### src/rtl/nabp_state_ctrl_pkg.sv
// Shared types and helpers for the multi-bank NABP state controller.
package nabp_state_ctrl_pkg;

    typedef enum logic [1:0] {
        IDLE   = 2'd0,
        FILL   = 2'd1,
        FILLED = 2'd2,
        SHIFT  = 2'd3
    } bank_state_e;

    function automatic int bank_w(input int n);
        return (n > 1) ? $clog2(n) : 1;
    endfunction

    function automatic int unsigned ptr_wrap(
        input int unsigned p,
        input int unsigned n
    );
        return (p >= n - 1) ? 0 : p + 1;
    endfunction

endpackage

### src/rtl/nabp_multi_bank_state_control_bank_fsm.sv
// One shifter bank: IDLE->FILL->FILLED->SHIFT state, config latches, kicks.
// Defining NABP_SIM reports illegal state encodings during simulation.
module nabp_bank_fsm
    import nabp_state_ctrl_pkg::*;
#(
    parameter int SH_ACCU_W = 16,
    parameter int MP_INIT_W = 16,
    parameter int MP_BASE_W = 16
) (
    input  logic                 clk,
    input  logic                 reset_n,
    input  logic                 alloc_i,
    input  logic [SH_ACCU_W-1:0] sh_base_i,
    input  logic [MP_INIT_W-1:0] mp_init_i,
    input  logic [MP_BASE_W-1:0] mp_base_i,
    input  logic                 fill_done_i,
    input  logic                 swap_i,
    input  logic                 shift_done_i,
    output bank_state_e          state_o,
    output logic                 fill_kick_o,
    output logic                 shift_kick_o,
    output logic [SH_ACCU_W-1:0] sh_base_o,
    output logic [MP_INIT_W-1:0] mp_init_o,
    output logic [MP_BASE_W-1:0] mp_base_o
);

    bank_state_e          state_q, state_d;
    logic                 fill_kick_q, fill_kick_d;
    logic                 shift_kick_q, shift_kick_d;
    logic [SH_ACCU_W-1:0] sh_base_q;
    logic [MP_INIT_W-1:0] mp_init_q;
    logic [MP_BASE_W-1:0] mp_base_q;

    always_comb begin
        state_d      = state_q;
        fill_kick_d  = 1'b0;
        shift_kick_d = 1'b0;
        case (state_q)
            IDLE: begin
                if (alloc_i) begin
                    state_d     = FILL;
                    fill_kick_d = 1'b1;
                end
            end
            FILL: begin
                if (fill_done_i) state_d = FILLED;
            end
            FILLED: begin
                if (swap_i) begin
                    state_d      = SHIFT;
                    shift_kick_d = 1'b1;
                end
            end
            SHIFT: begin
                if (shift_done_i) state_d = IDLE;
            end
            default: begin
                state_d = IDLE;
`ifdef NABP_SIM
                $display("ERROR nabp_bank_fsm: illegal state %0d", state_q);
`endif
            end
        endcase
    end

    always_ff @(posedge clk or negedge reset_n) begin
        if (!reset_n) begin
            state_q      <= IDLE;
            fill_kick_q  <= 1'b0;
            shift_kick_q <= 1'b0;
            sh_base_q    <= '0;
            mp_init_q    <= '0;
            mp_base_q    <= '0;
        end else begin
            state_q      <= state_d;
            fill_kick_q  <= fill_kick_d;
            shift_kick_q <= shift_kick_d;
            if (fill_kick_d) begin
                sh_base_q <= sh_base_i;
                mp_init_q <= mp_init_i;
                mp_base_q <= mp_base_i;
            end
        end
    end

    assign state_o      = state_q;
    assign fill_kick_o  = fill_kick_q;
    assign shift_kick_o = shift_kick_q;
    assign sh_base_o    = sh_base_q;
    assign mp_init_o    = mp_init_q;
    assign mp_base_o    = mp_base_q;

endmodule

### src/rtl/nabp_multi_bank_state_control.sv
// Multi-bank NABP state controller: round-robin fill/shift across banks.
// Defining NABP_STATE_CTRL_PERF_EN builds the itr/stall perf counters.
module nabp_multi_bank_state_control
    import nabp_state_ctrl_pkg::*;
#(
    parameter int NUM_BANKS = 2,
    parameter int SH_ACCU_W = 16,
    parameter int MP_INIT_W = 16,
    parameter int MP_BASE_W = 16,
    localparam int BANK_W   = bank_w(NUM_BANKS)
) (
    input  logic                           clk,
    input  logic                           reset_n,
    input  logic [SH_ACCU_W-1:0]           sw_sh_accu_base,
    input  logic [MP_INIT_W-1:0]           sw_mp_accu_init,
    input  logic [MP_BASE_W-1:0]           sw_mp_accu_base,
    input  logic                           sw_next_itr_ack,
    input  logic                           sw_swap_ack,
    input  logic [NUM_BANKS-1:0]           sh_fill_done,
    input  logic [NUM_BANKS-1:0]           sh_shift_done,
    output logic                           sw_next_itr,
    output logic                           sw_swap,
    output logic                           sw_pe_en,
    output logic [BANK_W-1:0]              sw_bank_sel,
    output logic [NUM_BANKS-1:0]           sh_fill_kick,
    output logic [NUM_BANKS-1:0]           sh_shift_kick,
    output logic [NUM_BANKS*SH_ACCU_W-1:0] sh_accu_base,
    output logic [MP_INIT_W-1:0]           mp_accu_init,
    output logic [MP_BASE_W-1:0]           mp_accu_base,
    output logic [31:0]                    itr_cnt,
    output logic [31:0]                    stall_cnt
);

    logic [BANK_W-1:0]    alloc_ptr_q, alloc_ptr_d;
    logic [BANK_W-1:0]    shift_ptr_q, shift_ptr_d;
    bank_state_e          st [NUM_BANKS];
    logic [MP_INIT_W-1:0] mp_init_b [NUM_BANKS];
    logic [MP_BASE_W-1:0] mp_base_b [NUM_BANKS];
    logic [NUM_BANKS-1:0] alloc_v, swap_v, shdone_v;
    logic                 alloc_fire, swap_fire, shift_fire;

    // sw_next_itr is gated by reset so every output reads 0 while held.
    always_comb begin
        sw_next_itr = reset_n && (st[alloc_ptr_q] == IDLE);
        sw_swap     = (st[shift_ptr_q] == FILLED);
        sw_pe_en    = (st[shift_ptr_q] == SHIFT);
        alloc_fire  = sw_next_itr && sw_next_itr_ack;
        swap_fire   = sw_swap && sw_swap_ack;
        shift_fire  = sw_pe_en && sh_shift_done[shift_ptr_q];
        alloc_v     = '0;
        swap_v      = '0;
        shdone_v    = '0;
        for (int i = 0; i < NUM_BANKS; i++) begin
            alloc_v[i]  = alloc_fire && (alloc_ptr_q == BANK_W'(i));
            swap_v[i]   = swap_fire && (shift_ptr_q == BANK_W'(i));
            shdone_v[i] = shift_fire && (shift_ptr_q == BANK_W'(i));
        end
        alloc_ptr_d = alloc_ptr_q;
        shift_ptr_d = shift_ptr_q;
        if (alloc_fire)
            alloc_ptr_d = BANK_W'(ptr_wrap(32'(alloc_ptr_q), NUM_BANKS));
        if (shift_fire)
            shift_ptr_d = BANK_W'(ptr_wrap(32'(shift_ptr_q), NUM_BANKS));
    end

    always_ff @(posedge clk or negedge reset_n) begin
        if (!reset_n) begin
            alloc_ptr_q <= '0;
            shift_ptr_q <= '0;
        end else begin
            alloc_ptr_q <= alloc_ptr_d;
            shift_ptr_q <= shift_ptr_d;
        end
    end

    for (genvar g = 0; g < NUM_BANKS; g++) begin : g_bank
        nabp_bank_fsm #(
            .SH_ACCU_W(SH_ACCU_W),
            .MP_INIT_W(MP_INIT_W),
            .MP_BASE_W(MP_BASE_W)
        ) u_bank (
            .clk         (clk),
            .reset_n     (reset_n),
            .alloc_i     (alloc_v[g]),
            .sh_base_i   (sw_sh_accu_base),
            .mp_init_i   (sw_mp_accu_init),
            .mp_base_i   (sw_mp_accu_base),
            .fill_done_i (sh_fill_done[g]),
            .swap_i      (swap_v[g]),
            .shift_done_i(shdone_v[g]),
            .state_o     (st[g]),
            .fill_kick_o (sh_fill_kick[g]),
            .shift_kick_o(sh_shift_kick[g]),
            .sh_base_o   (sh_accu_base[g*SH_ACCU_W +: SH_ACCU_W]),
            .mp_init_o   (mp_init_b[g]),
            .mp_base_o   (mp_base_b[g])
        );
    end

    assign sw_bank_sel  = shift_ptr_q;
    assign mp_accu_init = mp_init_b[shift_ptr_q];
    assign mp_accu_base = mp_base_b[shift_ptr_q];

`ifdef NABP_STATE_CTRL_PERF_EN
    logic [31:0] itr_cnt_q, itr_cnt_d;
    logic [31:0] stall_cnt_q, stall_cnt_d;

    always_comb begin
        itr_cnt_d   = itr_cnt_q;
        stall_cnt_d = stall_cnt_q;
        if (shift_fire && (itr_cnt_q != '1))
            itr_cnt_d = itr_cnt_q + 32'd1;
        if (sw_swap && !sw_swap_ack && (stall_cnt_q != '1))
            stall_cnt_d = stall_cnt_q + 32'd1;
    end

    always_ff @(posedge clk or negedge reset_n) begin
        if (!reset_n) begin
            itr_cnt_q   <= '0;
            stall_cnt_q <= '0;
        end else begin
            itr_cnt_q   <= itr_cnt_d;
            stall_cnt_q <= stall_cnt_d;
        end
    end

    assign itr_cnt   = itr_cnt_q;
    assign stall_cnt = stall_cnt_q;
`else
    assign itr_cnt   = '0;
    assign stall_cnt = '0;
`endif

endmodule

### config.mk
export PLATFORM = sky130hd
export DESIGN_NAME = nabp_multi_bank_state_control
export DESIGN_NICKNAME = d
export VERILOG_FILES = /design/src/rtl/nabp_state_ctrl_pkg.sv /design/src/rtl/nabp_multi_bank_state_control_bank_fsm.sv /design/src/rtl/nabp_multi_bank_state_control.sv
export SDC_FILE = /design/constraint.sdc
export NUM_CORES = 1
export LEC_CHECK = 0
export ABC_AREA = 1
export CORE_MARGIN = 8
export CORE_UTILIZATION = 36
export DETAILED_ROUTE_END_ITERATION = 6
export PLACE_DENSITY_LB_ADDON = 0.25
export REMOVE_ABC_BUFFERS = 1
export SLEW_MARGIN = 20
export SYNTH_ARGS = -nofsm -noshare
export SYNTH_HDL_FRONTEND = slang
export SYNTH_HIERARCHICAL = 1
export SYNTH_SLANG_ARGS = --single-unit
export TNS_END_PERCENT = 30
### constraint.sdc
create_clock -name clk -period 1.5 [get_ports clk]
set_clock_uncertainty 0.05 [all_clocks]
set_input_delay 0.3 -clock clk [delete_from_list [all_inputs] [get_ports clk]]
set_output_delay 0.3 -clock clk [all_outputs]
set_load 0.01 [all_outputs]
After elaboration in Yosys (flattened, before gate mapping)
Index checks and enable logic that the tools add are counted.
Widths: inputs -> output; s select.
- multiplexer cells: 34
- divide/modulo/power cells: 0
- equal/unequal tests: 16
- $add $sub $neg: 2
- shifts and indexed selects: 0
- bitwise logic cells: 4
- $mul: 0
- reduce and logical (&&, ||, !) cells: 15
- order comparisons: 5
- operators by type and width (cell ; number):
    $mux 16 ; 6
    $mux 2 ; 14
    $pmux 2 s4 ; 2
    $eq 2x2->1 const B ; 6
    $mux 1 ; 12
    $ne 2x1->1 const B ; 6
    $logic_and 1x1->1 ; 10
    $reduce_and 4->1 ; 2
    $logic_not 2->1 ; 3
    $eq 2x1->1 const B ; 2
    $ge 2x2->1 const B ; 2
    $ne 2x2->1 const B ; 2
    $not 1->2 ; 2
    $add 1x1->1 const B ; 2
    $ge 1x1->1 const B ; 2
    $lt 1x2->1 const B ; 1
    $not 1->1 ; 2
- word-level logic and storage cells: 90
- bits in latches: 0
- ROM bits: 0
- RAM bits: 0
- output and inout bits: 136
- register bits: 106
- memories kept: 0

Logic depth before layout (Yosys ltp)
Gate-level depths: netlist of the first run.
- depth in word-level cells: 10
- gate-level depth with buffers: 13

Cells and area by module
Netlist of the first run, hierarchy kept.
- by module, submodules not included (module ; cells each ; times used ; sequential area each (µm²) ; area each (µm²)):
    nabp_bank_fsm ; 234 ; 2 ; 1301.2 ; 2055.7
    nabp_multi_bank_state_control ; 206 ; 1 ; 50.0 ; 1097.3

Worst setup path before layout of the first run
Ideal clock, no wire load.
- path kind: reg2reg
- start point: register shift_ptr_q (netlist: sw_bank_sel)
- end point: register g_bank[0].u_bank.state_q[0]
- setup slack: -120 ps
- arrival: 1447 ps
- period minus slack after synthesis: 1620 ps
- stages on the path, launching flop included: 12
- path buffers: 1
- cell sequence: dfrtp_1 > buf_6 > nand2_1 > nand2_1 > nor2_4 > nand2_1 > nor2_1 > inv_1 > nand2_1 > nand2_1 > o21ai_0 > nand2_1
- cells in the longest elaborated chain, start to end: 9
- RTL lines (element ; RTL line ; source):
    start, declared ; nabp_multi_bank_state_control.sv:35 ; logic [BANK_W-1:0] shift_ptr_q, shift_ptr_d;
    start signal, assigned ; nabp_multi_bank_state_control.sv:72 ; shift_ptr_q <= shift_ptr_d;
    $not 1->2 (not written as such) ; nabp_multi_bank_state_control.sv:45 ; sw_swap = (st[shift_ptr_q] == FILLED);
    $mux 2 (not written as such) (3 in series) ; nabp_multi_bank_state_control.sv:45 ;
    $eq 2x2->1 ; nabp_multi_bank_state_control.sv:45 ;
    named net sw_swap ; nabp_multi_bank_state_control.sv:22 ; output logic sw_swap,
    $logic_and 1x1->1 ; nabp_multi_bank_state_control.sv:48 ; swap_fire = sw_swap && sw_swap_ack;
    $logic_and 1x1->1 ; nabp_multi_bank_state_control.sv:55 ; swap_v[i] = swap_fire && (shift_ptr_q == BANK_W'(i));
    named net swap_v[0] ; nabp_multi_bank_state_control.sv:39 ; logic [NUM_BANKS-1:0] alloc_v, swap_v, shdone_v;
    $ne 2x1->1 (no line) ; n/a ;
    $reduce_and 4->1 (no line) ; n/a ;
    end signal, assigned ; nabp_multi_bank_state_control_bank_fsm.sv:75 ; state_q <= state_d;
    end, declared ; nabp_multi_bank_state_control_bank_fsm.sv:27 ; bank_state_e state_q, state_d;
The timed path passes the listed nets, and every way through them passes these cells. The select of a mux whose other input is x is not followed.
A chain may end at the register's enable or synchronous reset.

Worst setup path after layout of the first run
- start point: register shift_ptr_q (netlist: sw_bank_sel)
- end point: output port sw_pe_en
- cells in the longest elaborated chain, start to end: 5
- RTL lines (element ; RTL line ; source):
    $not 1->2 (not written as such) ; nabp_multi_bank_state_control.sv:46 ; sw_pe_en = (st[shift_ptr_q] == SHIFT);
    $mux 2 (not written as such) (3 in series) ; nabp_multi_bank_state_control.sv:46 ;
    $eq 2x2->1 ; nabp_multi_bank_state_control.sv:46 ;
    end, declared ; nabp_multi_bank_state_control.sv:23 ; output logic sw_pe_en,
Every way passes these cells. The select of a mux whose other input is x is not followed.

==> flow_metrics.env, run 1 <==
export IMPL_status="complete, but fails checks"
export IMPL_violations="negative setup slack"
export IMPL_cts_root_buffer="clkbuf_16"
export IMPL_diodes=0
export IMPL_critPathRequiredTime_ps=1150
export IMPL_dieArea_um2=18600
export IMPL_area_delta_synth_final_pct=45.6
export IMPL_period_share_pct=119
export IMPL_synth_cells=674
export IMPL_syn_avg_cell_area_um2=7.73
export IMPL_crit_arrival_ps=1430
export IMPL_die_x_um=136
export IMPL_synthAdderAreaFrac_pct=1.92
export IMPL_layout_nets=904
export IMPL_synth_top_area_share_pct=50.9
export IMPL_stdcell_area_um2=7580
export IMPL_track_usage_pct=15.9
export IMPL_rows=44
export IMPL_synth_compound_area_share_pct=0.793
export IMPL_leakage_uw=0.00433
export IMPL_drt_iter0_drc=199
export IMPL_synth_xor_area_share_pct=0
export IMPL_drv_cap=0
export IMPL_vias=4504
export IMPL_fin_ws_ps=-279
export IMPL_clock_fmax_mhz=562
export IMPL_setup_viol=137
export IMPL_synth_area_leaders="dfrtp_1, nand2_1, buf_4, ha_1, inv_1"
export IMPL_ys_ff_latch=106
export IMPL_drc=0
export IMPL_synthDistinctLibCells=20
export IMPL_slew_headroom_pct=38.8
export IMPL_ys_warn_count=6
export IMPL_n_fill_cell=1380
export IMPL_core_area_um2=14300
export IMPL_grt_max_degree=71
export IMPL_worstSetupPathType="reg -> out"
export IMPL_place_ws_ps=-304
export IMPL_cts_tree="yes"
export IMPL_peakVddDrop_mv=0.841
export IMPL_grt_pass1_vias=4496
export IMPL_detail_route_first_pass_iterations=4
export IMPL_syn_area_um2=5210
export IMPL_io_buffer_count=127
export IMPL_hold_violations=0
export IMPL_period_needed_ps=1780
export IMPL_worstSetupEndpointType="output pin"
export IMPL_startpoint_type="flip-flop"
export IMPL_cts_clk_slew_worst_paths_ps=70
export IMPL_clk_insertion_delay_late_ps=350
export IMPL_power_density_nw_per_um2=1800
export IMPL_worstRegToRegCells=12
export IMPL_crit_fanout=5
export IMPL_chipHeight_um=136
export IMPL_rsz0062_at_grt="true"
export IMPL_synth_mux_area_share_pct=0
export IMPL_viasPerCell=4.38
export IMPL_dp_hpwl_mm=9.78
export IMPL_overflow=0
export IMPL_synth_top_family_by_area="simple AND/OR/NAND/NOR gates"
export IMPL_clock_sinks=106
export IMPL_grt_first_pass_wirelength_mm=23.2
export IMPL_synth_seq_area_share_pct=50.9
export IMPL_min_path_type="in -> async"
export IMPL_wire_per_inst_um=14.9
export IMPL_dp_cells=988
export IMPL_final_cell_mix="nand2_1, dfrtp_1, conb_1"
export IMPL_start_util_pct=36.4
export IMPL_ioPinCount=192
export IMPL_worst_slew_pin_slew_ps=918
export IMPL_postRouteAntennaNets=0
export IMPL_gp_congestion=0.737
export IMPL_synthSimpleGateAreaFrac_pct=31.9
export IMPL_routed_wl_mm=15.4
export IMPL_drive_gt1_share_pct=25.8
export IMPL_stdcell_count=1029
export IMPL_drv_slew=0
export IMPL_mostFrequentLayoutCell="nand2_1"
export IMPL_ctsLongestPathBuffers=2
export IMPL_htree_levels=3
export IMPL_cts_buffers=9
export IMPL_synth_top_cell_by_area="dfrtp_1"
export IMPL_antenna_found_initial=0
export IMPL_placed_area_um2=6610
export IMPL_power_total_uw=13600
[kinds of logic (layout without fill, tap and decap cells)]
| group | count (synthesis) | in the layout |
|---|---|---|
| and+or+nand+nor | 437 | 437 |
| adders and majority gates | 8 | 8 |
| other | 1 | 64 |
| buffers and inverters | 115 | 223 |
| DFF | 106 | 106 |
| AOI/OAI and AO/OA | 7 | 7 |
[synthesized netlist by cell type, drive strengths merged]
library cell	instances
nand4	2
nand2	419
dfrtp	106
nand3	3
or2	2
nor2	11
a21boi	1
inv	24
o21ai	5
conb	1
buf	87
a21oi	1
ha	8
clkbuf	4
[layer usage]
| metal | routed length [µm] | part of all wire (%) | vias up | GRT usage, % |
|---|---|---|---|---|
| met3 | 1850 | 12 | 12 | 6.80 |
| met4 | 159 | 1.0 | 0 | 4.64 |
| met5 | 0 | 0 | - | 0 |
| met1 | 6350 | 41 | 2092 | 20.2 |
| met2 | 7020 | 46 | 179 | 24.1 |
| li1 | - | - | 2221 | - |
[worst max-delay path: stages (launching register included)]
cell     delay [ps]
dfrtp_2         440
buf_6           130
buf_6            90
nand2_4          40
o21ai_4          60
inv_2            70
a21oi_2         110
buf_2           140
[timing repair]
action / 4_1_cts / 5_1_grt
hold buffers: 1 / 0
buffers inserted: 15 / 2
gates resized for setup: 235 / 113
pin swaps: 15 / 39
setup endpoints to repair: 174 / 141
cloned: 4 / 5
endpoints found under the hold margin: 2 / 0
[final timing paths]
path	endpoint	start	slack (ps)
worst max-delay path	sw_pe_en	sw_bank_sel	-280
worst min-delay path	g_bank[1].u_bank/mp_base_o[14]	reset_n	100
worst max register to register	g_bank[1].u_bank/mp_base_o[12]	alloc_ptr_q	-240
worst min register to register	g_bank[1].u_bank/mp_init_o[9]	g_bank[1].u_bank/mp_init_o[9]	420
max in group asynchronous	g_bank[0].u_bank/mp_base_o[4]	reset_n	500
min in group clk	g_bank[1].u_bank/mp_init_o[9]	g_bank[1].u_bank/mp_init_o[9]	420
[metrics by stage]
stage / TNS (ps) / hold WS, ps / utilization, %
after floorplan: -110820 / -45.6 / -
after global placement: -32490 / 172 / 46.2
after detailed placement: -33280 / 168 / 46.2
after CTS: -22490 / 97.7 / 49.8
after global routing: -37540 / 134 / 53.0
final: -24270 / 100 / 53.0
[cell type report]
type	count	area [µm²]	area share, %
sequential	106	2650	35.0
timing repair buffer	183	1820	24.0
clock buffer	15	288	3.79
multi-input combinational	516	2460	32.5
clock inverter	1	30.0	0.396
inverter	24	97.6	1.29
tap	184	230	3.04
[where the power goes]
group	internal (µW)	leakage, µW	total [µW]	switching [µW]
Combinational	2900	0.00281	6360	3460
Clock	1480	0.000156	2510	1030
Sequential	4050	0.00136	4780	727
Total	8430	0.00433	13600	5220
[state kept, by name, indices dropped and copies added, names as in the netlist]
register / count
g_bank.u_bank/shift_kick_o: 2
g_bank.u_bank/state_o: 4
g_bank.u_bank/sh_base_o: 32
alloc_ptr_q: 1
g_bank.u_bank/mp_base_o: 32
g_bank.u_bank/fill_kick_o: 2
sw_bank_sel: 1
g_bank.u_bank/mp_init_o: 32
Power figures use the tool's default switching activity.
==> run 2, diff against run 1 <==
--- a/config.mk
+++ b/config.mk
@@ -6,7 +6,6 @@
 export NUM_CORES = 1
 export LEC_CHECK = 0
 export ABC_AREA = 1
-export CORE_MARGIN = 8
 export CORE_UTILIZATION = 36
 export DETAILED_ROUTE_END_ITERATION = 6
 export PLACE_DENSITY_LB_ADDON = 0.25
==> flow_metrics.env, run 2 (synthesis results as in run 1) <==
export IMPL_violations="negative setup slack"
export IMPL_vias=4540
export IMPL_n_fill_cell=1312
export IMPL_clock_fmax_mhz=574
export IMPL_crit_buf_inv=4
export IMPL_power_density_nw_per_um2=1850
export IMPL_cts_buffers=9
export IMPL_peakVddDrop_mv=1.02
export IMPL_power_frac_comb_pct=48.7
export IMPL_routed_wl_mm=14.1
export IMPL_layout_nets=910
export IMPL_worstRegToRegCells=12
export IMPL_period_share_pct=116
export IMPL_drc=0
export IMPL_fin_util_pct=55.2
export IMPL_io_buffer_count=127
export IMPL_crit_fanout=8
export IMPL_switching_power_uw=5410
export IMPL_die_x_um=122
export IMPL_clk_insertion_delay_late_ps=350
export IMPL_gp_congestion=0.723
export IMPL_mostFrequentLayoutCell="nand2_1"
export IMPL_cpLargestDelayFamily="buffers and inverters"
export IMPL_grt_first_pass_wirelength_mm=21.6
export IMPL_period_needed_ps=1740
export IMPL_chipHeight_um=122
export IMPL_critPathLaunch="sw_bank_sel"
export IMPL_stdcell_area_um2=7720
export IMPL_placed_area_um2=6710
export IMPL_cpMaxStageDelayCell="dfrtp_2"
export IMPL_antenna_found_initial=0
export IMPL_clkPwrFrac_pct=17.3
export IMPL_drv_cap=0
export IMPL_dp_hpwl_mm=8.64
export IMPL_met3_usage_pct=6.64
export IMPL_power_frac_seq_pct=34.0
export IMPL_status="complete, but fails checks"
export IMPL_hold_violations=0
export IMPL_timing_hold_ws_ps=84.1
export IMPL_critPathMaxStageDelay_ps=440
export IMPL_grt_pass1_vias=4195
export IMPL_core_area_um2=14000
export IMPL_clock_sinks=106
export IMPL_crit_end="mp_accu_base[13]"
export IMPL_viasPerCell=4.41
export IMPL_crit_top_cell="nand2_1"
export IMPL_worstSetupEndpointType="output pin"
export IMPL_postRouteAntennaNets=0
export IMPL_rows=43
export IMPL_dieArea_um2=15000
export IMPL_cts_tree="yes"
export IMPL_finalSetupTns_ps=-19780
export IMPL_reg2reg_slack_ps=-190
export IMPL_ctsLongestPathBuffers=2
export IMPL_stdcell_count=1030
export IMPL_track_usage_pct=19.0
export IMPL_min_path_type="in -> async"
export IMPL_dp_cells=993
export IMPL_overflow=0
export IMPL_drive_gt1_share_pct=27.3
export IMPL_drt_iter0_drc=169
export IMPL_fin_ws_ps=-243
export IMPL_cts_root_buffer="clkbuf_16"
export IMPL_power_internal_uw=8830
export IMPL_detail_route_first_pass_iterations=6
export IMPL_busiest_layer="met2"
export IMPL_reg2reg_from="sw_bank_sel"
export IMPL_leakage_uw=0.00428
export IMPL_use_met2_pct=28.7
export IMPL_grt_max_degree=75
export IMPL_rsz0062_at_grt="true"
export IMPL_cts_clk_slew_worst_paths_ps=70
export IMPL_drv_slew=0
export IMPL_area_delta_synth_final_pct=48.1
export IMPL_worstSetupPathType="reg -> out"
export IMPL_crit_arrival_ps=1390
export IMPL_path_cells="inv_4, buf_6, buf_12, nand2_1, nand2_1, buf_2"
export IMPL_htree_levels=3
export IMPL_critPathRequiredTime_ps=1150
export IMPL_wire_per_inst_um=13.7
export IMPL_r2r_end="g_bank[0].u_bank/state_o[1]"
export IMPL_diodes=0
export IMPL_use_met1_pct=26.0
export IMPL_ioPinCount=192
export IMPL_startpoint_type="flip-flop"
export IMPL_power_switching_share_pct=38.0
export IMPL_path_depth=6
export IMPL_final_cell_mix="nand2_1, dfrtp_1, nand2_2"
export IMPL_setup_viol=138
export IMPL_start_util_pct=37.2
export IMPL_hold_buffers=0
==> run 2: changes by cell type in the layout (fill, tap and decap cells not counted), moves of 3 or more <==
cell	delta
buf_2	-5
nand2_1	-3
buf_6	+10
clkbuf_8	-4
inv_1	-4
nand2_4	-7
nand2_2	+10
inv_2	+4
==> run 2: tightest hold or removal path: stages <==
cell   delay [ps]
buf_4         100
buf_4         130
buf_4         370
==> run 2: power by group through the flow <==
stage | Clock [µW] | Combinational, µW | Sequential [µW]
after detailed placement | 0 | 6250 | 4700
after global routing | 2640 | 7660 | 4990
final | 2460 | 6940 | 4840
after global placement | 0 | 6180 | 4700
after CTS | 2520 | 6360 | 4710
after floorplan | 0 | 2570 | 4910
==> run 2: final cells by class <==
cell class	count	area [µm²]	area share (%)
Clock buffer	12	236	3.06
Clock inverter	3	65.1	0.843
Inverter	24	110	1.43
Multi-Input combinational cell	516	2460	31.9
Sequential cell	106	2650	34.4
Tap cell	180	225	2.92
Timing Repair Buffer	189	1960	25.4
==> run 2: worst min-delay path by stage <==
stage / endpoint / cells past startpoint / start
global placement: g_bank[1].u_bank/sh_base_o[4] / 2 / g_bank[1].u_bank/sh_base_o[4]
global route: alloc_ptr_q / 3 / reset_n
detailed placement: g_bank[0].u_bank/sh_base_o[2] / 2 / g_bank[0].u_bank/sh_base_o[2]
CTS: alloc_ptr_q / 3 / reset_n
floorplan: alloc_ptr_q / 0 / reset_n
finish: alloc_ptr_q / 3 / reset_n
==> run 2: what timing repair did <==
item | 4_1_cts | 5_1_grt
gates cloned | 4 | 6
pin swaps | 18 | 47
buffers inserted | 12 | 2
resized for setup | 249 | 118
endpoints found under the setup margin | 174 | 140
==> run 2: through the flow <==
stage                     power (µW)  setup slack [ps]
after floorplan                 7480              -994
after global placement         10900              -298
after detailed placement       11000              -316
after CTS                      13600              -232
after global routing           15300              -300
final                          14200              -243
==> run 2: metal layers <==
| layer | wire (µm) | vias to the layer above |
|---|---|---|
| met5 | 0 | - |
| met4 | 130 | 0 |
| met1 | 6320 | 2126 |
| met3 | 1200 | 7 |
| li1 | - | 2227 |
| met2 | 6450 | 180 |
==> run 3, diff against run 2 <==
--- a/config.mk
+++ b/config.mk
@@ -9,6 +9,7 @@
 export CORE_UTILIZATION = 36
 export DETAILED_ROUTE_END_ITERATION = 6
 export PLACE_DENSITY_LB_ADDON = 0.25
+export RECOVER_POWER = 50
 export REMOVE_ABC_BUFFERS = 1
 export SLEW_MARGIN = 20
 export SYNTH_ARGS = -nofsm -noshare
==> flow_metrics.env, run 3 (synthesis results as in run 1) <==
export IMPL_status="complete, but fails checks"
export IMPL_violations="negative setup slack"
export IMPL_routed_wl_mm=14.1
export IMPL_min_path_type="reg -> reg"
export IMPL_hold_path_end="g_bank[1].u_bank/sh_base_o[4]"
export IMPL_grt_first_pass_wirelength_mm=21.6
export IMPL_power_density_nw_per_um2=1850
export IMPL_power_total_uw=14200
export IMPL_overflow=0
export IMPL_area_delta_synth_final_pct=47.9
export IMPL_clk_insertion_delay_late_ps=340
export IMPL_detail_route_first_pass_iterations=6
export IMPL_core_area_um2=14000
export IMPL_rows=43
export IMPL_reg2reg_from="sw_bank_sel"
export IMPL_vias=4550
export IMPL_crit_top_cell="nand2_1"
export IMPL_period_needed_ps=1740
export IMPL_worst_slew_pin_slew_ps=961
export IMPL_track_usage_pct=19.0
export IMPL_min_path_cells=2
export IMPL_reg2reg_slack_ps=-190
export IMPL_fin_ws_ps=-239
export IMPL_crit_fanout=8
export IMPL_worstRegToRegCells=12
export IMPL_min_from="g_bank[1].u_bank/sh_base_o[4]"
export IMPL_grt_pass1_vias=4195
export IMPL_cts_buffers=9
export IMPL_drt_iter0_drc=170
export IMPL_start_util_pct=37.2
export IMPL_clock_sinks=106
export IMPL_final_cell_mix="nand2_1, dfrtp_1, nand2_2"
export IMPL_peakVddDrop_mv=1.02
export IMPL_drv_slew=0
export IMPL_drv_cap=0
export IMPL_mostFrequentLayoutCell="nand2_1"
export IMPL_layout_nets=910
export IMPL_chipHeight_um=122
export IMPL_clock_fmax_mhz=575
export IMPL_ioPinCount=192
export IMPL_placed_area_um2=6710
export IMPL_path_cells="inv_4, buf_6, buf_12, nand2_1, nand2_1, buf_2"
export IMPL_crit_arrival_ps=1390
export IMPL_cts_clk_slew_worst_paths_ps=70
export IMPL_startpoint_type="flip-flop"
export IMPL_cts_root_buffer="clkbuf_16"
export IMPL_grt_max_degree=75
export IMPL_period_share_pct=116
export IMPL_setup_viol=138
export IMPL_worstSetupPathType="reg -> out"
export IMPL_leakage_uw=0.00427
export IMPL_cpMaxStageDelayCell="dfrtp_2"
export IMPL_wire_per_inst_um=13.7
export IMPL_htree_levels=3
export IMPL_viasPerCell=4.42
export IMPL_io_buffer_count=127
export IMPL_critPathMaxStageDelay_ps=440
export IMPL_hold_violations=0
export IMPL_diodes=0
export IMPL_gp_congestion=0.723
export IMPL_rsz0062_at_grt="true"
export IMPL_critPathRequiredTime_ps=1150
export IMPL_dp_hpwl_mm=8.64
export IMPL_dieArea_um2=15000
export IMPL_ctsLongestPathBuffers=2
export IMPL_drc=0
export IMPL_hold_buffers=0
export IMPL_die_x_um=122
export IMPL_slew_headroom_pct=35.9
export IMPL_worstSetupEndpointType="output pin"
export IMPL_stdcell_area_um2=7700
export IMPL_drive_gt1_share_pct=27.1
export IMPL_cts_tree="yes"
export IMPL_r2r_end="g_bank[0].u_bank/state_o[1]"
export IMPL_postRouteAntennaNets=0
export IMPL_antenna_found_initial=0
[run 3: cell count changes in the layout (fill, tap and decap cells not counted)]
cell      before  now
clkbuf_1       3    5
buf_4         28   24
clkbuf_2       0    2
[run 3: power breakdown]
part / internal, µW / switching [µW] / total (µW)
logic: 3320 / 3620 / 6940
clock network: 1450 / 1000 / 2460
registers: 4050 / 792 / 4840
[run 3: how the worst max path moves through the flow]
stage                     depth (start not counted)        start                           to  slack (ps)
after floorplan                                  11  sw_bank_sel  g_bank[0].u_bank/state_o[0]        -990
after global placement                            5  sw_bank_sel                     sw_pe_en        -300
after detailed placement                          5  sw_bank_sel                     sw_pe_en        -320
after CTS                                         6  sw_bank_sel              mp_accu_init[0]        -230
after global routing                             12  sw_bank_sel  g_bank[0].u_bank/state_o[0]        -300
final                                             6  sw_bank_sel             mp_accu_base[13]        -240
[run 3: area by class of cell]
class | instances | area (µm²)
repair buffers | 189 | 1950
inverters | 24 | 110
flip-flops and latches | 106 | 2650
clock buffers | 12 | 236
fillers | 1316 | 6280
clock inverters | 3 | 65.1
multi-input cells | 516 | 2460
well taps | 180 | 225
[run 3: through the flow]
| stage | hold slack [ps] | setup TNS [ps] | instances | util, % | worst slack (ps) |
|---|---|---|---|---|---|
| after floorplan | -45.6 | -110820 | 646 | - | -994 |
| after global placement | 411 | -31110 | 993 | 48.0 | -298 |
| after detailed placement | 414 | -33170 | 993 | 48.0 | -316 |
| after CTS | 67.2 | -19100 | 1024 | 51.4 | -232 |
| after global routing | 441 | -34430 | 1030 | 55.1 | -300 |
| final | 427 | -19900 | 1030 | 55.1 | -239 |
[run 3: metal layers]
metal  wire length [µm]  vias up  share of wire (%)  global-route usage (%)
met4                150        0                1.1                    4.65
met5                  0        -                  0                       0
met3               1180       14                8.4                    6.64
met2               6360      180                 45                    28.7
met1               6430     2126                 46                    26.0
li1                   -     2230                  -                       -
[run 3: repair_timing]
action,CTS,global route
setup buffers,12,2
pin swaps,18,47
endpoints found under the setup margin,174,140
cloned,4,6
gates resized for setup,249,118
[run 3: critical path: cells and delay by family (launching register included)]
kind	cells	cell delay (ps)
buffers and inverters	4	480
flip-flops	1	440
AND/OR/NAND/NOR	2	120
